==> src/rtl/sdram_wr_pkg.sv <==
// Shared definitions for the SDRAM write-side scheduler.
//   state_t       : scheduler FSM encodings
//   DEF_BURST_LEN : default maximum burst length / buffer depth
//   DEF_ADDR_W    : default SDRAM word-address width
//   LEN_W         : width of the wr_len burst-length field
package sdram_wr_pkg;

    typedef enum logic [2:0] {
        ST_IDLE = 3'd0,
        ST_FILL = 3'd1,
        ST_REQ  = 3'd2,
        ST_XFER = 3'd3,
        ST_DONE = 3'd4
    } state_t;

    localparam int DEF_BURST_LEN = 16;
    localparam int DEF_ADDR_W    = 24;
    localparam int LEN_W         = 9;

endpackage

==> src/rtl/sdram_wr_burst_buf.sv <==
// Circular burst buffer: BURST_LEN x 16 register file, one synchronous write
// port, one asynchronous read port, plus write/read pointers and fill count.
//   clk, rst_n : clock, asynchronous active-low reset (pointers/count only)
//   wr_en      : store wr_word at the write pointer
//   rd_en      : pop the head word (advance read pointer)
//   rd_word    : current head word, combinational
//   count      : number of words held, 0..BURST_LEN
module sdram_wr_burst_buf
    import sdram_wr_pkg::*;
#(
    parameter  int BURST_LEN = DEF_BURST_LEN,
    localparam int PTR_W     = $clog2(BURST_LEN),
    localparam int CNT_W     = PTR_W + 1
) (
    input  logic             clk,
    input  logic             rst_n,
    input  logic             wr_en,
    input  logic [15:0]      wr_word,
    input  logic             rd_en,
    output logic [15:0]      rd_word,
    output logic [CNT_W-1:0] count
);

    logic [15:0]      mem [BURST_LEN];
    logic [PTR_W-1:0] wptr;
    logic [PTR_W-1:0] rptr;

    // Storage is data, so it carries no reset; stale contents are never read
    // because count gates every pop.
    always_ff @(posedge clk) begin
        if (wr_en) begin
            mem[wptr] <= wr_word;
        end
    end

    // Pointers are power-of-two wide, so they wrap around the ring naturally.
    always_ff @(posedge clk or negedge rst_n) begin
        if (!rst_n) begin
            wptr  <= '0;
            rptr  <= '0;
            count <= '0;
        end else begin
            if (wr_en) begin
                wptr <= wptr + 1'b1;
            end
            if (rd_en) begin
                rptr <= rptr + 1'b1;
            end
            case ({wr_en, rd_en})
                2'b10:   count <= count + 1'b1;
                2'b01:   count <= count - 1'b1;
                default: count <= count;
            endcase
        end
    end

    assign rd_word = mem[rptr];

endmodule

==> src/rtl/sdram_wr_sched.sv <==
// Write-side scheduler between the clock-crossing FIFO read side and the
// SDRAM controller write port, all in the SDRAM clock domain.
//   sdram_clk, rst_n      : clock, asynchronous active-low reset
//   sdram_init_done       : controller ready; sampled only in IDLE
//   fifo_ren/rdata/rempty : FIFO read side, data valid the cycle after ren
//   flush                 : pulse forcing a partial burst if words are held
//   wr_req/ack/addr/len   : burst request handshake
//   wr_data_req/wr_data   : per-word transfer, wr_data is the buffer head
//   wr_done               : burst finished at the SDRAM
//   busy, wrap, burst_cnt : status
module sdram_wr_sched
    import sdram_wr_pkg::*;
#(
    parameter int BURST_LEN    = DEF_BURST_LEN,
    parameter int ADDR_W       = DEF_ADDR_W,
    parameter int BASE_ADDR    = 0,
    parameter int REGION_WORDS = 2 ** 24,
    parameter int TIMEOUT      = 1024
) (
    input  logic              sdram_clk,
    input  logic              rst_n,
    input  logic              sdram_init_done,
    output logic              fifo_ren,
    input  logic [15:0]       fifo_rdata,
    input  logic              fifo_rempty,
    input  logic              flush,
    output logic              wr_req,
    input  logic              wr_ack,
    output logic [ADDR_W-1:0] wr_addr,
    output logic [LEN_W-1:0]  wr_len,
    input  logic              wr_data_req,
    output logic [15:0]       wr_data,
    input  logic              wr_done,
    output logic              busy,
    output logic              wrap,
    output logic [15:0]       burst_cnt
);

    localparam int CNT_W = $clog2(BURST_LEN) + 1;
    localparam logic [CNT_W-1:0]  FULL     = CNT_W'(BURST_LEN);
    localparam logic [CNT_W:0]    FULL_X   = (CNT_W + 1)'(BURST_LEN);
    localparam logic [ADDR_W-1:0] BASE_A   = ADDR_W'(BASE_ADDR);
    localparam logic [ADDR_W:0]   END_ADDR = (ADDR_W + 1)'(BASE_ADDR + REGION_WORDS);
    localparam logic [31:0]       TO_LIM   = 32'(TIMEOUT);

    state_t             state;
    state_t             state_nxt;
    logic               vld_p1;
    logic [CNT_W-1:0]   count;
    logic [CNT_W:0]     occupancy;
    logic               flush_pend;
    logic               done_pend;
    logic [31:0]        to_cnt;
    logic               to_hit;
    logic               want_req;
    logic [LEN_W-1:0]   xfer_cnt;
    logic               accept;
    logic               xfer_last;
    logic [ADDR_W:0]    room;
    logic [LEN_W-1:0]   len_nxt;
    logic [ADDR_W:0]    addr_sum;

    sdram_wr_burst_buf #(
        .BURST_LEN (BURST_LEN)
    ) u_buf (
        .clk     (sdram_clk),
        .rst_n   (rst_n),
        .wr_en   (vld_p1),
        .wr_word (fifo_rdata),
        .rd_en   (accept),
        .rd_word (wr_data),
        .count   (count)
    );

    // Reads in flight count against free space so the buffer never overruns.
    assign occupancy = {1'b0, count} + {{CNT_W{1'b0}}, vld_p1};
    assign to_hit    = (TIMEOUT != 0) && (to_cnt == TO_LIM) && (count != '0);
    assign want_req  = (count != '0) && ((count == FULL) || to_hit || flush_pend);

    // A burst may start in the wr_ack cycle itself, and requests past wr_len
    // are ignored.
    assign accept    = wr_data_req && (xfer_cnt < wr_len) &&
                       ((state == ST_XFER) || ((state == ST_REQ) && wr_ack));
    assign xfer_last = (xfer_cnt + 1'b1) == wr_len;

    // Clip the burst at the end of the region; the residue stays buffered.
    assign room     = END_ADDR - {1'b0, wr_addr};
    assign len_nxt  = (room < (ADDR_W + 1)'(count)) ? LEN_W'(room) : LEN_W'(count);
    assign addr_sum = {1'b0, wr_addr} + (ADDR_W + 1)'(wr_len);

    always_ff @(posedge sdram_clk or negedge rst_n) begin
        if (!rst_n) begin
            state <= ST_IDLE;
        end else begin
            state <= state_nxt;
        end
    end

    always_comb begin
        state_nxt = state;
        fifo_ren  = 1'b0;
        case (state)
            ST_IDLE: begin
                if (sdram_init_done) begin
                    state_nxt = ST_FILL;
                end
            end
            ST_FILL: begin
                fifo_ren = !fifo_rempty && (occupancy < FULL_X) && !want_req;
                // Hold off until the in-flight word has landed.
                if (want_req && !vld_p1) begin
                    state_nxt = ST_REQ;
                end
            end
            ST_REQ: begin
                if (wr_ack) begin
                    state_nxt = (accept && xfer_last) ? ST_DONE : ST_XFER;
                end
            end
            ST_XFER: begin
                if (accept && xfer_last) begin
                    state_nxt = ST_DONE;
                end
            end
            ST_DONE: begin
                if (wr_done || done_pend) begin
                    state_nxt = ST_FILL;
                end
            end
            default: state_nxt = ST_IDLE;
        endcase
    end

    // p0 -> p1: fifo_ren issued in p0, fifo_rdata captured into the buffer in p1
    always_ff @(posedge sdram_clk or negedge rst_n) begin
        if (!rst_n) begin
            vld_p1     <= 1'b0;
            wr_req     <= 1'b0;
            busy       <= 1'b0;
            wrap       <= 1'b0;
            flush_pend <= 1'b0;
            done_pend  <= 1'b0;
            to_cnt     <= '0;
            xfer_cnt   <= '0;
            wr_len     <= '0;
            wr_addr    <= BASE_A;
            burst_cnt  <= '0;
        end else begin
            vld_p1 <= fifo_ren;
            wr_req <= (state_nxt == ST_REQ);
            busy   <= (state_nxt == ST_REQ) || (state_nxt == ST_XFER) ||
                      (state_nxt == ST_DONE);
            wrap   <= 1'b0;

            // An empty-buffer flush is dropped rather than remembered.
            if (state_nxt != ST_FILL) begin
                flush_pend <= 1'b0;
            end else if ((state == ST_FILL) && flush && (count != '0)) begin
                flush_pend <= 1'b1;
            end

            if ((state_nxt != ST_FILL) || vld_p1) begin
                to_cnt <= '0;
            end else if ((state == ST_FILL) && (count != '0) && fifo_rempty && !to_hit) begin
                to_cnt <= to_cnt + 1'b1;
            end

            if ((state == ST_FILL) && (state_nxt == ST_REQ)) begin
                wr_len   <= len_nxt;
                xfer_cnt <= '0;
            end else if (accept) begin
                xfer_cnt <= xfer_cnt + 1'b1;
            end

            // An early wr_done is remembered until the last word has gone.
            if (state == ST_DONE) begin
                done_pend <= 1'b0;
            end else if (wr_done && ((state == ST_REQ) || (state == ST_XFER))) begin
                done_pend <= 1'b1;
            end

            if ((state == ST_DONE) && (state_nxt == ST_FILL)) begin
                burst_cnt <= burst_cnt + 1'b1;
                if (addr_sum == END_ADDR) begin
                    wr_addr <= BASE_A;
                    wrap    <= 1'b1;
                end else begin
                    wr_addr <= addr_sum[ADDR_W-1:0];
                end
            end
        end
    end

endmodule

==> config.mk <==
export PLATFORM = sky130hd
export DESIGN_NAME = sdram_wr_sched
export DESIGN_NICKNAME = d
export VERILOG_FILES = /design/src/rtl/sdram_wr_pkg.sv /design/src/rtl/sdram_wr_burst_buf.sv /design/src/rtl/sdram_wr_sched.sv
export SDC_FILE = /design/constraint.sdc
export NUM_CORES = 1
export LEC_CHECK = 0
export ABC_CLOCK_PERIOD_IN_PS = 4200
export CORE_MARGIN = 4
export CORE_UTILIZATION = 50
export DETAILED_ROUTE_END_ITERATION = 8
export GPL_TIMING_DRIVEN = 0
export PLACE_DENSITY = 0.76
export SETUP_SLACK_MARGIN = 0.3
export SYNTH_ARGS = -nofsm -noshare
export SYNTH_HDL_FRONTEND = slang
export SYNTH_HIERARCHICAL = 1
export SYNTH_SLANG_ARGS = --single-unit
==> constraint.sdc <==
create_clock -name sdram_clk -period 4.2 [get_ports sdram_clk]
set_input_delay 1.05 -clock sdram_clk [delete_from_list [all_inputs] [get_ports sdram_clk]]
set_output_delay 1.05 -clock sdram_clk [all_outputs]
set_load 0.02 [all_outputs]
==> results.json <==
{
  "initial_utilization_pct": 51.33,
  "hp-class": "input pin to asynchronous set/reset pin",
  "yosysSeqAreaShare_pct": 64.10,
  "syn_nets": 1182,
  "path_class": "flip-flop to output port",
  "finalHoldViolations": 0,
  "power.density_nw_per_um2": 390.2,
  "period_needed_ps": 3914,
  "end_kind": "output port",
  "clock-sinks": 368,
  "drv_cap": 0,
  "post-route-period-util_pct": 93.19,
  "num_rows": 65,
  "gr-usage-met2_pct": 33.30,
  "final.setup_skew_ps": 43.46,
  "cp_slowest_cell": "clkdlybuf4s50_1",
  "p_comb_share_pct": 1.1,
  "clk_path_buf_depth": 3,
  "whs_ps": 449.2,
  "die_area_um2": 35690,
  "use_met3_pct": 3.448,
  "antenna_cells": 0,
  "clock.fmax_mhz": 255.5,
  "power.switching_mw": 1.497,
  "core_um2": 31880,
  "tightest_slew_ps": 1062,
  "vdd_drop_max_v": 0.0003736,
  "cts-htree-levels": 2,
  "cts_tree": "yes",
  "fillers": 2384,
  "die_h_um": 188.9,
  "critPathRequiredTime_ps": 3150,
  "area_delta_synth_final_pct": 18.30,
  "pre_cts_ws_ps": -448.5,
  "syn_inst": 1121,
  "yosysWarnings": 6,
  "grt-ovfl-total": 0,
  "layout_commonest_cell": "edfxtp_1",
  "rsz0062_at_grt": "true",
  "grt_pass1_wl_um": 57900,
  "busiest_layer": "met2",
  "synthFlopType": "edfxtp_1",
  "ys_ff_latch": 368,
  "setup.worst_path.start": "u_buf/rptr[0]",
  "crit_fanout": 10,
  "final_cell_mix": "edfxtp_1 (256), dfrtp_1 (111), nor2_1 (85), clkdlybuf4s50_1 (83), nand2_1 (69)",
  "critPathLaunchType": "flip-flop",
  "ios": 93,
  "seq_power_share_pct": 51.5,
  "first_iter_violations": 804,
  "die_w_um": 188.9,
  "cts_made_buffers": 39,
  "ys_types": 68,
  "timing.rr.start": "wr_len[2]",
  "dr.pass1.iters": 5,
  "avgSynthCellArea_um2": 14.60,
  "clock_latency_ps": 550,
  "synth.cell_area_um2": 16360,
  "grtUsageTotal_pct": 20.41,
  "p_int_mw": 6.057,
  "num_vias": 10109,
  "hold_buffers": 0,
  "gp_congestion": 0.8480,
  "worst-path-buf-inv": 3,
  "cpLargestDelayFamily": "buffers and inverters",
  "antenna_found_initial": 0,
  "drc_errors": 0,
  "finish.instance_area_um2": 19360,
  "post-route-util_pct": 60.72,
  "grt_util_met1_pct": 29.18,
  "setup_viol": 0,
  "slew_viol_final": 0,
  "ys_async_sr_fraction_pct": 30.43,
  "drt.antenna.violating_nets": 0,
  "swShare_pct": 19.81,
  "max_slew_margin_pct": 28.70,
  "clk_pin_slew_ps": 60,
  "layout-drive-gt1-share_pct": 13.74,
  "post_drt_via_cell_ratio": 5.867,
  "crit_arrival_ps": 2860,
  "hpwl_um": 23040,
  "wirelength_um": 36080,
  "root_buffer": "clkbuf_16",
  "max_stage_delay_ps": 550,
  "path_cells": "buf_8 > buf_6 > mux4_2 > a22oi_1 > nand2_1 > clkdlybuf4s50_1",
  "p_clk_share_pct": 47.4,
  "dpl-instance-area_um2": 17860,
  "leakage_nw": 6.888,
  "worst_slack_ps": 285.9,
  "wire_per_inst_um": 20.94,
  "synth-edff-count": 256,
  "grt_start_max_net_pins": 67,
  "grt_pass1_vias": 10307,
  "status": "complete, no violations",
  "io_buffers": 92,
  "final_nets": 1319
}
final cells by class:
class	count	area, µm²	area share, %
inverter	34	127.6	0.6593
clock buffer	54	1082	5.591
tap	435	544.3	2.812
clock inverter	17	275.3	1.422
timing repair buffer	96	984.7	5.087
sequential	368	10490	54.19
buffer	39	284.0	1.467
multi-input combinational	680	5569	28.77
final timing paths:
check                      cells past startpoint  slack [ps]        endpoint
hold reg to reg                                1         480   burst_cnt[15]
setup reg to reg                              14         760  u_buf/count[4]
min in group sdram_clk                         1         480   burst_cnt[15]
hold / removal                                 1         450    burst_cnt[1]
max in group asynchronous                      2        3050      to_cnt[24]
setup / recovery                               6         290      wr_data[3]
logic make-up (layout without fill, tap and decap cells):
family                     after synthesis  count (layout)  share of synthesized area, %
AOI/OAI and AO/OA                      128             128                         5.322
xor gates and xnor gates               105             105                         5.620
adders and majority gates               37              37                         2.875
buffers and inverters                   73             240                         2.286
DFF                                    368             368                         64.10
muxes                                   69              69                         9.137
and+or+nand+nor                        341             341                         10.66
routing by layer:
layer / part of all wire, % / routed length [µm]
met4: 2.0 / 718
met1: 42 / 15060
met2: 49 / 17590
met3: 7.5 / 2713
met5: 0 / 0
power by group through the flow:
stage	registers, mW	clock network, mW	logic (mW)
5_1_grt	3.89	3.81	0.0932
3_3_place_gp	3.96	0	0.0772
2_1_floorplan	3.96	0	0.00128
4_1_cts	3.89	3.64	0.0843
6_report	3.89	3.58	0.0828
3_5_place_dp	3.96	0	0.0836
state kept, by name (all words and copies together) (netlist names), 5 cells and up:
register / flops
to_cnt: 32
wr_len: 9
burst_cnt: 16
wr_addr: 24
u_buf/mem: 256
xfer_cnt: 9
u_buf/count: 5
metrics by stage:
step           std cells  TNS (ps)  power (mW)
2_1_floorplan       1121         0       3.965
5_1_grt             1723         0       7.789
3_3_place_gp        1648   -270060       4.041
6_report            1723         0       7.554
3_5_place_dp        1649     -1254       4.047
4_1_cts             1720         0       7.615
what timing repair did:
item                       in CTS  in global routing
buffers inserted                0                  3
setup endpoints to repair      20                 17
gates cloned                    0                  0
pin swaps                       0                  2
gates resized for setup        17                 26
synthesized netlist by cell type (6+ instances only):
| library cell | instances | area [µm²] |
|---|---|---|
| edfxtp_1 | 256 | 7687 |
| dfrtp_1 | 112 | 2803 |
| nor2_1 | 88 | 330.3 |
| nand2_1 | 69 | 259.0 |
| mux4_2 | 64 | 1441 |
| xnor2_1 | 62 | 543.0 |
| xor2_1 | 43 | 376.6 |
| nand3_1 | 40 | 200.2 |
| ha_1 | 36 | 450.4 |
| inv_1 | 33 | 123.9 |
| a22oi_1 | 32 | 240.2 |
| nor3_1 | 23 | 115.1 |
| o21ai_0 | 23 | 115.1 |
| and2_1 | 21 | 131.4 |
| nand4_1 | 21 | 131.4 |
| clkbuf_1 | 19 | 71.32 |
| and3_1 | 16 | 100.1 |
| a21oi_1 | 15 | 75.07 |
| nor4_1 | 14 | 87.58 |
| o31ai_1 | 10 | 75.07 |
| buf_6 | 9 | 101.4 |
| nor2b_1 | 9 | 56.30 |
| nand2b_1 | 7 | 43.79 |
| nor3b_1 | 7 | 52.55 |
| o21a_1 | 7 | 52.55 |
| a31oi_1 | 6 | 37.54 |
| buf_2 | 6 | 30.03 |
No activity file was read; power rests on OpenSTA's default activity.
